`config.mk`:
```
export PLATFORM = sky130hd
export DESIGN_NAME = readout_demux
export DESIGN_NICKNAME = d
export VERILOG_FILES = /design/src/rtl/readout_demux.sv
export SDC_FILE = /design/constraint.sdc
export NUM_CORES = 1
export LEC_CHECK = 0
export ABC_AREA = 1
export CAP_MARGIN = 10
export CORE_ASPECT_RATIO = 1.25
export CORE_MARGIN = 2
export CORE_UTILIZATION = 38
export DETAILED_ROUTE_END_ITERATION = 8
export GPL_TIMING_DRIVEN = 0
export SLEW_MARGIN = 20
export SYNTH_ARGS = -nofsm -noshare
export SYNTH_HDL_FRONTEND = slang
export SYNTH_SLANG_ARGS = --single-unit
```
`constraint.sdc`:
```
create_clock -name clk_master -period 2.6 [get_ports clk_master]
set_input_delay 0.52 -clock clk_master [delete_from_list [all_inputs] [get_ports clk_master]]
set_output_delay 0.52 -clock clk_master [all_outputs]
set_load 0.01 [all_outputs]
```
`src/rtl/readout_demux.sv`:
```
// Receive side of the time-shared readout bus: rebuilds the per-core slot schedule
// from the master clock, captures events on the falling edge and queues tagged words.
module readout_demux #(
    parameter int CNT_W   = 19,
    parameter int N_CORES = 8,
    parameter int DEPTH   = 8,
    parameter int OVF_W   = 8
) (
    input  logic             clk_master,
    input  logic             rstb,
    input  logic [1:0]       readout_iq,
    output logic             out_valid,
    input  logic             out_ready,
    output logic [4:0]       out_core,
    output logic             out_pol,
    output logic [CNT_W-1:0] out_ts,
    output logic             ovf,
    output logic [OVF_W-1:0] ovf_cnt
);

    localparam int AW = $clog2(DEPTH);
    localparam int PW = AW + 1;
    localparam int EW = 5 + 1 + CNT_W;

    logic [CNT_W-1:0] cnt_q, cnt_d;
    logic [4:0]       slot_q, slot_d;
    logic             active_q, active_d;
    logic [CNT_W-1:0] ts_q;
    logic             cap_eve_q, cap_pol_q;
    logic [PW-1:0]    wr_q, wr_d, rd_q, rd_d;
    logic [EW-1:0]    head_q, head_d;
    logic [EW-1:0]    mem [DEPTH];
    logic [EW-1:0]    push_data;
    logic             ovf_q, ovf_d;
    logic [OVF_W-1:0] ovf_cnt_q, ovf_cnt_d;
    logic             push, push_ok, pop, drop, empty, full, run;

    assign cnt_d = cnt_q + 1'b1;

    // The slot owner is the gray bit that toggles on this increment: trailing ones of v.
    always_comb begin
        slot_d = '0;
        run    = 1'b1;
        for (int i = 0; i < CNT_W - 1; i++) begin
            if (run && cnt_q[i]) begin
                slot_d = 5'(i + 1);
            end else begin
                run = 1'b0;
            end
        end
        active_d = int'(slot_d) < N_CORES;
    end

    always_ff @(posedge clk_master or negedge rstb) begin
        if (!rstb) begin
            cnt_q    <= '0;
            slot_q   <= '0;
            active_q <= 1'b0;
            ts_q     <= '0;
        end else begin
            cnt_q    <= cnt_d;
            slot_q   <= slot_d;
            active_q <= active_d;
            ts_q     <= cnt_d;
        end
    end

    // Bus is only driven mid-slot; anything but a clean 1 (including Z/X) means no event.
    always_ff @(negedge clk_master or negedge rstb) begin
        if (!rstb) begin
            cap_eve_q <= 1'b0;
            cap_pol_q <= 1'b0;
        end else begin
            cap_eve_q <= (readout_iq[0] === 1'b1);
            cap_pol_q <= (readout_iq[1] === 1'b1);
        end
    end

    assign push_data = {slot_q + 5'd1, cap_pol_q, ts_q};
    assign push      = active_q & cap_eve_q;
    assign empty     = (wr_q == rd_q);
    assign full      = (wr_q[AW] != rd_q[AW]) && (wr_q[AW-1:0] == rd_q[AW-1:0]);
    assign out_valid = !empty;
    assign pop       = out_valid & out_ready;
    assign push_ok   = push & (~full | pop);
    assign drop      = push & full & ~pop;

    // Head register preloads whichever entry will sit at rd after this edge,
    // bypassing the memory when that entry is the one being written now.
    always_comb begin
        wr_d      = wr_q + PW'(push_ok);
        rd_d      = rd_q + PW'(pop);
        head_d    = head_q;
        ovf_d     = ovf_q | drop;
        ovf_cnt_d = ovf_cnt_q;
        if (rd_d != wr_d) begin
            head_d = (push_ok && (rd_d == wr_q)) ? push_data : mem[rd_d[AW-1:0]];
        end
        if (drop && (ovf_cnt_q != {OVF_W{1'b1}})) begin
            ovf_cnt_d = ovf_cnt_q + 1'b1;
        end
    end

    always_ff @(posedge clk_master) begin
        if (push_ok) begin
            mem[wr_q[AW-1:0]] <= push_data;
        end
    end

    always_ff @(posedge clk_master or negedge rstb) begin
        if (!rstb) begin
            wr_q      <= '0;
            rd_q      <= '0;
            head_q    <= '0;
            ovf_q     <= 1'b0;
            ovf_cnt_q <= '0;
        end else begin
            wr_q      <= wr_d;
            rd_q      <= rd_d;
            head_q    <= head_d;
            ovf_q     <= ovf_d;
            ovf_cnt_q <= ovf_cnt_d;
        end
    end

    assign out_core = head_q[EW-1 -: 5];
    assign out_pol  = head_q[CNT_W];
    assign out_ts   = head_q[CNT_W-1:0];
    assign ovf      = ovf_q;
    assign ovf_cnt  = ovf_cnt_q;

endmodule

```
==> run_results.csv, run 1 <==
group,metric,value,unit
final_layout,diodes,0,
logic_synthesis,post-synth-top-area-cell,"edfxtp_1",
worst_setup_path,startpoint_type,"flip-flop",
logic_synthesis,ys_ff_latch,269,
cts,cts_tree,"done",
worst_setup_path,r2r-end,"head_q[0]$_DFFE_PN0P_",
floorplan,coreArea,29900,um2
pwr,finalPower,18.5,mW
status,status,"complete, but fails checks",
final_layout,area_growth,26.1,%
timing,hold_viol,0,
placement,dpl.hpwl,18700,um
logic_synthesis,synthMuxAreaShare,0,%
pwr,power_density,1280,nW/um2
pwr,ir_drop,0.00107,V
route,via_per_inst,5.09,
logic_synthesis,synth_fa_ha_area_share,0.979,%
pwr,seq_power_share,30.7,%
placement,port_buffers,39,
placement,dpl-instance-area,12500,um2
final_layout,fillerInstances,2680,
worst_setup_path,setup.worst_path.class,"flip-flop to flip-flop",
cts,clk_latency,0.53,ns
logic_synthesis,synth_top_area_share,52.2,%
route,routedWlPerCell,19.2,um
hold_path,min_path_type,"flip-flop to flip-flop",
hold_path,worstHoldPathCells,1,
floorplan,io_pins,40,
final_layout,layout.cells.non_filler,1631,
route,drt-total-wl,31300,um
pwr,p_int,11.0,mW
logic_synthesis,yosysSeqAreaShare,67.2,%
placement,dpl.cell_count,1522,
pwr,p_leak,5.94,nW
worst_setup_path,r2r_slack,-0.92,ns
timing,drv_slew,0,
floorplan,dieHeight,199,um
pwr,clkPwrFrac,21.2,%
logic_synthesis,yosysWarnings,0,
timing,setup_viol,230,
worst_setup_path,worstPathRequired,3.07,ns
logic_synthesis,synth_xor_area_share,2.58,%
route,ant_nets,0,
timing,finClkSkew,0.0121,ns
final_layout,utilization,48.5,%
global_routing,grt_overflow,0,
global_routing,grt_pass1_wl,47500,um
pwr,p_sw,7.50,mW
cts,path_clk_slew,0.06,ns
route,met3_length,1630,um
placement,routabilityCongestion,0.832,
route,dr.first_iter.drc_count,669,
floorplan,die_x,160,um
floorplan,rows,71,
hold_path,min_from,"ovf$_DFF_PN0_",
worst_setup_path,cp.arrival,3.99,ns
route,drc,0,
pwr,pwr-share-comb,48.1,%
hold_path,holdPathEnd,"ovf$_DFF_PN0_",
timing,layout_setup_ws,-0.924,ns
logic_synthesis,synthesis.area,11500,um2
global_routing,grt_pass1_vias,8274,
cts,cts.path.max_buffers,3,
logic_synthesis,synth-compound-area-share,2.09,%
route,dr.pass1.iters,5,
route,wl_met1,12700,um
cts,cts_root_buf,"clkbuf_16",
logic_synthesis,yosys.cell_types.count,29,
route,highest_layer,"met4",
worst_setup_path,r2r-start,"cap_eve_q$_DFF_NN0_",
pwr,netSwitchingFraction,40.5,%
cts,cts_buffers,27,
worst_setup_path,r2r_cells,14,
timing,tightest_slew,0.860,ns
timing,rsz0062_at_grt,"true",
final_layout,final_nets,1224,
logic_synthesis,synth_nets,1095,
floorplan,die-area,31700,um2
global_routing,track_usage,19.8,%
global_routing,grt_antenna_before_repair,0,
logic_synthesis,netlist_instances,1081,
cts,cts_sinks,269,
timing,slew_headroom,42.5,%
timing,hold_ws,0.458,ns
floorplan,initial_utilization,38.4,%
logic_synthesis,synth-simple-area-share,23.1,%
route,dr_wl_met2,15900,um
final_layout,postLayoutCellArea,14500,um2
worst_setup_path,end_kind,"flip-flop",
worst_setup_path,crit_fanout,10,
route,via_count,8303,
status,violations,"setup timing",
logic_synthesis,avgSynthCellArea,10.6,um2
cts,htreeDepth,1,
global_routing,grt_max_degree,36,
job,maxCapViolCount,0,
final_layout,drive_above_1_share,15.8,%
logic_synthesis,synth_top_family_by_area,"simple AND/OR/NAND/NOR gates",
logic_synthesis,yosys-top-cells-area,"edfxtp_1, dfrtp_1, nand2_1",
==> layout by cell type, fill, tap and decap left out, types with 2 or more instances in the layout <==
cell type	synthesis	layout
buf_16	0	3
o21a_1	25	25
nand3_4	0	5
nand3_1	195	170
clkbuf_1	17	20
dfrtp_1	67	67
dfrtn_1	2	2
ha_1	9	7
buf_12	0	14
clkbuf_16	0	31
a21oi_1	5	5
nor3_1	6	6
buf_6	0	19
nand4_1	7	7
clkdlybuf4s50_1	0	38
nor2_1	24	16
clkinv_2	0	6
ha_4	0	2
nand3_2	1	21
nand2_1	381	374
nand2_8	0	2
buf_8	0	5
nand2_2	2	6
xor2_1	26	25
buf_4	4	18
inv_1	59	59
edfxtp_1	200	200
clkbuf_8	0	5
clkbuf_2	0	2
nor2_4	2	19
xnor2_1	6	5
buf_2	29	26
o21ai_0	4	4
==> state kept, by name, indices dropped and copies added, names as in the netlist <==
signal and cells:
wr_q 4, ovf 1, head_q 25, cap_pol_q 1, ts_q 19, mem 200, active_q 1, rd_q 4
slot_q 5, cap_eve_q 1, ovf_cnt 8
==> Yosys cell counts <==
library cell and number:
nand2_1 381, edfxtp_1 200, nand3_1 195, dfrtp_1 67
inv_1 59, buf_2 29, xor2_1 26, o21a_1 25
nor2_1 24, clkbuf_1 17, ha_1 9, nand4_1 7
nor3_1 6, xnor2_1 6, a21oi_1 5, buf_4 4
o21ai_0 4, dfrtn_1 2, inv_2 2, nand2_2 2
nor2_2 2, nor2_4 2, a21o_1 1, buf_1 1
nand2b_1 1, nand3_2 1, nand3b_1 1, nor3b_2 1
xnor2_2 1
==> per-stage QoR <==
| stage | setup TNS (ns) | setup slack, ns |
|---|---|---|
| after floorplan | -131.60 | -0.724 |
| after global placement | -377.48 | -2.90 |
| after detailed placement | -260.35 | -1.25 |
| after CTS | -135.55 | -0.946 |
| after global routing | -148.20 | -1.03 |
| final | -139.02 | -0.924 |
==> worst max path at each step <==
stage	from	endpoint	slack, ns	depth (start not counted)
final	cap_eve_q$_DFF_NN0_	head_q[0]$_DFFE_PN0P_	-0.92	14
after global routing	cap_eve_q$_DFF_NN0_	head_q[0]$_DFFE_PN0P_	-1.03	14
after CTS	cap_eve_q$_DFF_NN0_	head_q[12]$_DFFE_PN0P_	-0.95	14
after detailed placement	cap_eve_q$_DFF_NN0_	head_q[15]$_DFFE_PN0P_	-1.25	14
after global placement	rstb	cap_pol_q$_DFF_NN0_	-2.90	1
after floorplan	cap_eve_q$_DFF_NN0_	head_q[0]$_DFFE_PN0P_	-0.72	14
==> layer usage <==
layer  up-vias  global-route usage, %
met1      4051                   24.4
met2       277                   35.9
li1       3915                      -
met3        60                   2.21
met5         -                      0
met4         0                   7.37
==> power by group through the flow <==
stage                     registers, mW  clock network, mW  logic, mW
after CTS                          5.68               3.98       8.77
after global routing               5.75               4.14       9.72
after detailed placement           5.76                  0       7.48
final                              5.68               3.92       8.91
after floorplan                    5.81                  0       4.73
after global placement             5.75                  0       7.39
==> cell type report <==
class | count | area (um2) | area share, %
flip-flops and latches | 269 | 7730 | 53.3
multi-input cells | 708 | 3720 | 25.7
repair buffers | 92 | 1110 | 7.63
clock buffers | 40 | 838 | 5.78
well taps | 401 | 502 | 3.46
plain buffers | 51 | 295 | 2.04
inverters | 61 | 236 | 1.63
clock inverters | 9 | 71.3 | 0.492
==> worst max-delay path, stage by stage, from the launching register on <==
cell and delay [ns]:
dfrtn_1 0.40, nand2_2 0.07, nor2_4 0.13, buf_8 0.12, buf_8 0.10, ha_4 0.14
ha_4 0.13, xor2_2 0.16, nor2_1 0.07, nor3b_2 0.26, nand2_4 0.19, inv_8 0.13
buf_6 0.14, nand2_1 0.07, nand2_2 0.07
==> repair_timing <==
item | CTS | global route
gates cloned | 13 | 0
buffers inserted | 43 | 3
hold endpoints to repair | 33 | 0
setup endpoints to repair | 230 | 232
gates resized for setup | 80 | 12
pin swaps | 22 | 8
hold buffers | 1 | 0
==> cell families (layout without fill, tap and decap cells) <==
logic type	count (synthesis)	in the layout
AOI/OAI and AO/OA	35	35
adders and majority gates	9	9
xor gates and xnor gates	33	33
DFF	269	269
and+or+nand+nor	623	631
buffers and inverters	112	253
Power figures use the tool's default switching activity.
==> run 2: changes to the inputs <==
- DONT_BUFFER_PORTS: unset -> 1
==> run 2 against run 1 <==
  * The run still ends with setup timing left
  * Via count is 2.2% lower
  * Power is 0.91% lower
  * Clock skew is 0.0020 ns higher
  * Wire length is 2.1% higher
  * Count of clock-buffer cells in the layout is 1 lower
  * Non-clock buffer count is 43 lower
  * Critical path depth stayed put
  * Cell area is 2.6% lower
  * Worst setup slack worse by 0.059 ns
==> run_results.csv, run 2 (synthesis results as in run 1) <==
group,metric,value,unit
timing,hold_viol,0,
status,violations,"setup timing",
placement,dpl.cell_count,1482,
hold_path,min_from,"out_ready",
pwr,p_sw,7.60,mW
global_routing,track_usage,20.4,%
pwr,power_density,1300,nW/um2
cts,htreeDepth,1,
route,dr.pass1.iters,5,
final_layout,layout.cells.non_filler,1589,
pwr,pwr-share-comb,47.3,%
global_routing,grt_max_degree,68,
floorplan,coreArea,29900,um2
pwr,clkPwrFrac,20.9,%
route,drc,0,
timing,drv_slew,0,
cts,cts_sinks,269,
final_layout,final_common_cell,"nand2_1",
timing,rsz0062_at_grt,"true",
worst_setup_path,worstPathRequired,3.03,ns
worst_setup_path,crit_family,"simple AND/OR/NAND/NOR gates",
timing,slew_headroom,44.3,%
final_layout,postLayoutCellArea,14100,um2
worst_setup_path,setup.worst_path.class,"flip-flop to flip-flop",
worst_setup_path,cp.arrival,4.01,ns
placement,port_buffers,0,
timing,setup_tns,-160.93,ns
worst_setup_path,max_stage_delay,0.40,ns
pwr,p_int,10.7,mW
floorplan,die_x,160,um
route,routedWlPerCell,20.1,um
final_layout,largest_register_ffs,200,
worst_setup_path,r2r_slack,-0.98,ns
worst_setup_path,path_buf_inv,4,
final_layout,area_growth,22.8,%
route,via_per_inst,5.11,
status,status,"complete, but fails checks",
floorplan,io_pins,40,
worst_setup_path,end_kind,"flip-flop",
route,drt-total-wl,31900,um
final_layout,final_cell_mix,"nand2_1, edfxtp_1, nand3_1, dfrtp_1, inv_1",
route,via_count,8118,
placement,dpl.hpwl,18600,um
cts,cts_root_buf,"clkbuf_16",
floorplan,dieHeight,199,um
hold_path,worstHoldPathCells,5,
worst_setup_path,r2r_cells,14,
worst_setup_path,r2r-end,"head_q[20]$_DFFE_PN0P_",
cts,cts_buffers,27,
hold_path,holdPathEnd,"ovf_cnt[2]$_DFFE_PN0P_",
worst_setup_path,r2r-start,"cap_eve_q$_DFF_NN0_",
placement,dpl-instance-area,12100,um2
route,dr.first_iter.drc_count,644,
timing,tightest_slew,0.833,ns
global_routing,grt_overflow,0,
worst_setup_path,crit_chain,"nand2_2, nor2_4, buf_8, buf_8, ha_4, ha_4, xor2_4, nor2_2, nor3b_2, nand2_4, buf_12, clkbuf_16, nand3_2, nand2_1",
pwr,seq_power_share,31.7,%
timing,layout_setup_ws,-0.983,ns
timing,finClkSkew,0.0141,ns
global_routing,grt_antenna_before_repair,0,
cts,cts.path.max_buffers,3,
pwr,ir_drop,0.000980,V
final_layout,final_nets,1181,
job,maxCapViolCount,0,
cts,clk_latency,0.54,ns
pwr,netSwitchingFraction,41.4,%
pwr,finalPower,18.3,mW
cts,path_clk_slew,0.06,ns
route,ant_nets,0,
worst_setup_path,crit_fanout,5,
placement,routabilityCongestion,0.835,
hold_path,min_path_type,"input pin to flip-flop",
timing,setup_viol,230,
global_routing,grt_pass1_vias,8273,
floorplan,die-area,31700,um2
pwr,p_leak,5.81,nW
final_layout,drive_above_1_share,16.6,%
floorplan,initial_utilization,38.4,%
worst_setup_path,startpoint_type,"flip-flop",
cts,cts_tree,"done",
global_routing,grt_pass1_wl,48400,um
worst_setup_path,crit_slowest_cell,"dfrtn_1",
floorplan,rows,71,
==> run 2: cell count changes in the layout (fill, tap and decap cells not counted), sizes merged <==
cell | before | now
diode | 0 | 1
buf | 86 | 79
inv | 61 | 63
clkinvlp | 1 | 0
bufbuf | 0 | 1
clkdlybuf4s50 | 38 | 0
==> run 2: repair_timing <==
item / 4_1_cts / 5_1_grt
hold buffers: 2 / 0
endpoints found under the hold margin: 67 / 0
gates cloned: 12 / 1
pin swaps: 20 / 16
setup buffers: 37 / 6
gates resized for setup: 64 / 30
endpoints found under the setup margin: 230 / 233
==> run 2: power by group through the flow <==
stage / sequential, mW / clock, mW / combinational (mW)
finish: 5.82 / 3.84 / 8.68
global route: 5.90 / 4.07 / 9.51
CTS: 5.82 / 3.89 / 8.25
detailed placement: 5.92 / 0 / 6.90
global placement: 5.90 / 0 / 6.81
floorplan: 5.81 / 0 / 4.73
==> run 2: through the flow <==
step	utilization (%)	hold slack (ns)	setup WS, ns
6_report	47.2	0.412	-0.983
5_1_grt	47.2	0.426	-1.06
4_1_cts	46.5	0.403	-0.962
3_5_place_dp	40.5	0.226	-1.28
3_3_place_gp	40.5	0.226	-1.27
2_1_floorplan	-	0.224	-0.724
==> run 2: worst max path at each step <==
stage / endpoint / cells after the start / startpoint
detailed placement: head_q[14]$_DFFE_PN0P_ / 14 / cap_eve_q$_DFF_NN0_
global placement: head_q[9]$_DFFE_PN0P_ / 14 / cap_eve_q$_DFF_NN0_
finish: head_q[20]$_DFFE_PN0P_ / 14 / cap_eve_q$_DFF_NN0_
global route: head_q[20]$_DFFE_PN0P_ / 14 / cap_eve_q$_DFF_NN0_
floorplan: head_q[0]$_DFFE_PN0P_ / 14 / cap_eve_q$_DFF_NN0_
CTS: head_q[3]$_DFFE_PN0P_ / 14 / cap_eve_q$_DFF_NN0_
==> run 2: worst register-to-register path, cell delays in order (launching register included) <==
cell,delay [ns]
dfrtn_1,0.40
nand2_2,0.07
nor2_4,0.14
buf_8,0.13
buf_8,0.10
ha_4,0.13
ha_4,0.15
xor2_4,0.17
nor2_2,0.05
nor3b_2,0.26
nand2_4,0.10
buf_12,0.17
clkbuf_16,0.17
nand3_2,0.09
nand2_1,0.05
==> run 2: cell type report <==
class	count	area [um2]
diodes	1	2.50
flip-flops and latches	269	7730
repair buffers	50	694
multi-input cells	708	3780
clock inverters	10	78.8
plain buffers	50	295
fillers	2685	15800
well taps	401	502
inverters	61	245
clock buffers	39	801
==> run 2: routing by layer <==
metal,global-route usage (%),vias up,part of all wire (%)
li1,-,3823,-
met1,24.4,3923,39
met2,36.3,291,50
met3,2.81,81,6.1
met4,10.2,0,4.5
met5,0,-,0
==> run 3: changes to the inputs <==
- GPL_TIMING_DRIVEN: 0 -> 1
==> run 3 against run 2 <==
  * The run still ends with setup timing left
  * Sequential power grew 1%
  * Critical path depth is 3 lower
  * Cell area rose by 0.87%
  * Core utilization rose by 0.41 points
  * Critical path type unchanged
  * Largest cell class unchanged
==> run_results.csv, run 3 (synthesis results as in run 1) <==
group,metric,value,unit
status,status,"complete, but fails checks",
status,violations,"setup timing",
cts,cts_sinks,269,
worst_setup_path,startpoint_type,"flip-flop",
route,via_per_inst,5.00,
cts,cts.path.max_buffers,3,
placement,dpl.hpwl,17300,um
worst_setup_path,r2r_slack,-0.69,ns
floorplan,die_x,160,um
global_routing,grt_pass1_vias,7825,
cts,htreeDepth,1,
cts,cts_tree,"done",
timing,hold_viol,0,
timing,hold_ws,0.406,ns
route,dr_wl_met2,15400,um
route,via_count,7895,
cts,clk_latency,0.53,ns
pwr,finalPower,17.8,mW
pwr,ir_drop,0.000787,V
worst_setup_path,crit_fanout,7,
timing,setup_tns,-143.43,ns
floorplan,die-area,31700,um2
pwr,netSwitchingFraction,38.2,%
final_layout,largest_register_ffs,200,
global_routing,track_usage,18.6,%
route,dr.pass1.iters,5,
pwr,pwr-share-comb,45.1,%
pwr,seq_power_share,33.0,%
route,ant_nets,0,
timing,tightest_slew,0.694,ns
cts,cts_root_buf,"clkbuf_16",
final_layout,final_common_cell,"nand2_1",
route,met3_length,1580,um
final_layout,area_growth,23.8,%
final_layout,final_nets,1171,
pwr,clkPwrFrac,21.9,%
floorplan,rows,71,
timing,setup_viol,228,
final_layout,diodes,0,
placement,port_buffers,0,
route,drt-total-wl,30000,um
cts,cts_buffers,26,
pwr,p_int,11.0,mW
pwr,p_sw,6.82,mW
global_routing,grt_max_degree,68,
worst_setup_path,setup.worst_path.class,"flip-flop to flip-flop",
floorplan,io_pins,40,
placement,place_ws,-0.639,ns
final_layout,final_cell_mix,"nand2_1, edfxtp_1, nand3_1, dfrtp_1, inv_1",
floorplan,dieHeight,199,um
floorplan,coreArea,29900,um2
route,dr.first_iter.drc_count,673,
placement,routabilityCongestion,0.781,
cts,path_clk_slew,0.06,ns
pwr,power_density,1250,nW/um2
global_routing,grt_overflow,0,
worst_setup_path,end_kind,"flip-flop",
hold_path,min_path_type,"input pin to flip-flop",
worst_setup_path,worstPathRequired,3.02,ns
route,wl_met1,12000,um
route,routedWlPerCell,19.0,um
global_routing,grt_antenna_before_repair,0,
floorplan,initial_utilization,38.4,%
placement,dpl-instance-area,12600,um2
job,maxCapViolCount,0,
timing,drv_slew,0,
worst_setup_path,cp.arrival,3.71,ns
final_layout,drive_above_1_share,15.6,%
final_layout,postLayoutCellArea,14200,um2
timing,slew_headroom,53.6,%
timing,layout_setup_ws,-0.687,ns
pwr,p_leak,5.88,nW
route,highest_layer,"met4",
route,drc,0,
timing,rsz0062_at_grt,"true",
global_routing,grt_pass1_wl,45100,um
timing,finClkSkew,0.00875,ns
[run 3: cell count changes in the layout (fill, tap and decap cells not counted), sizes merged]
cell,delta
buf,+13
bufinv,+3
clkbuf,-18
clkinv,+1
clkinvlp,+1
diode,-1
inv,-2
nor2,-8
[run 3: area by class of cell]
class                           instances  area (um2)
Sequential cell                       269        7730
Clock buffer                           35         726
Tap cell                              401         502
Clock inverter                         13         165
Multi-Input combinational cell        700        3560
Inverter                               61         236
Fill cell                            2701       15700
Timing Repair Buffer                   99        1330
[run 3: critical path: stages, from the launching register on]
cell and delay [ns]:
dfrtn_1 0.40, nand2_2 0.07, nor2_4 0.11, ha_4 0.15, ha_4 0.20, xnor2_2 0.11
nand2_1 0.08, nor3b_2 0.24, nand2_4 0.17, clkbuf_16 0.21, nand3_2 0.07, nand2_1 0.05
[run 3: stage by stage]
| stage | cells | utilization (%) |
|---|---|---|
| after floorplan | 1081 | - |
| after global placement | 1498 | 42.1 |
| after detailed placement | 1498 | 42.1 |
| after CTS | 1571 | 46.7 |
| after global routing | 1578 | 47.6 |
| final | 1578 | 47.6 |
[run 3: path summary, 6_finish.rpt]
check	end	startpoint	cells past startpoint
max in group asynchronous	cap_pol_q$_DFF_NN0_	rstb	0
hold / removal	rd_q[0]$_DFF_PN0_	out_ready	3
min in group asynchronous	head_q[2]$_DFFE_PN0P_	rstb	2
setup / recovery	head_q[18]$_DFFE_PN0P_	cap_eve_q$_DFF_NN0_	11
setup reg to reg	head_q[18]$_DFFE_PN0P_	cap_eve_q$_DFF_NN0_	11
hold reg to reg	ovf$_DFF_PN0_	ovf$_DFF_PN0_	1
[run 3: routing by layer]
| layer | up-vias | GRT usage (%) |
|---|---|---|
| met5 | - | 0 |
| met4 | 0 | 6.33 |
| met3 | 51 | 2.61 |
| met2 | 198 | 33.6 |
| met1 | 3840 | 22.9 |
| li1 | 3806 | - |
[run 3: what timing repair did]
action                                  in CTS  in global routing
endpoints found under the hold margin       67                  0
buffers inserted                            16                  4
hold buffers                                 2                  0
resized for setup                           33                 31
endpoints found under the setup margin     225                233
pin swaps                                    5                  5
cloned                                       7                  7
[run 3: power by group through the flow]
stage	clock [mW]	combinational (mW)	sequential [mW]
after floorplan	0	4.73	5.81
after global placement	0	7.04	5.99
after global routing	4.14	8.93	5.97
final	3.91	8.05	5.89
after detailed placement	0	7.14	5.99
after CTS	3.96	7.67	5.91
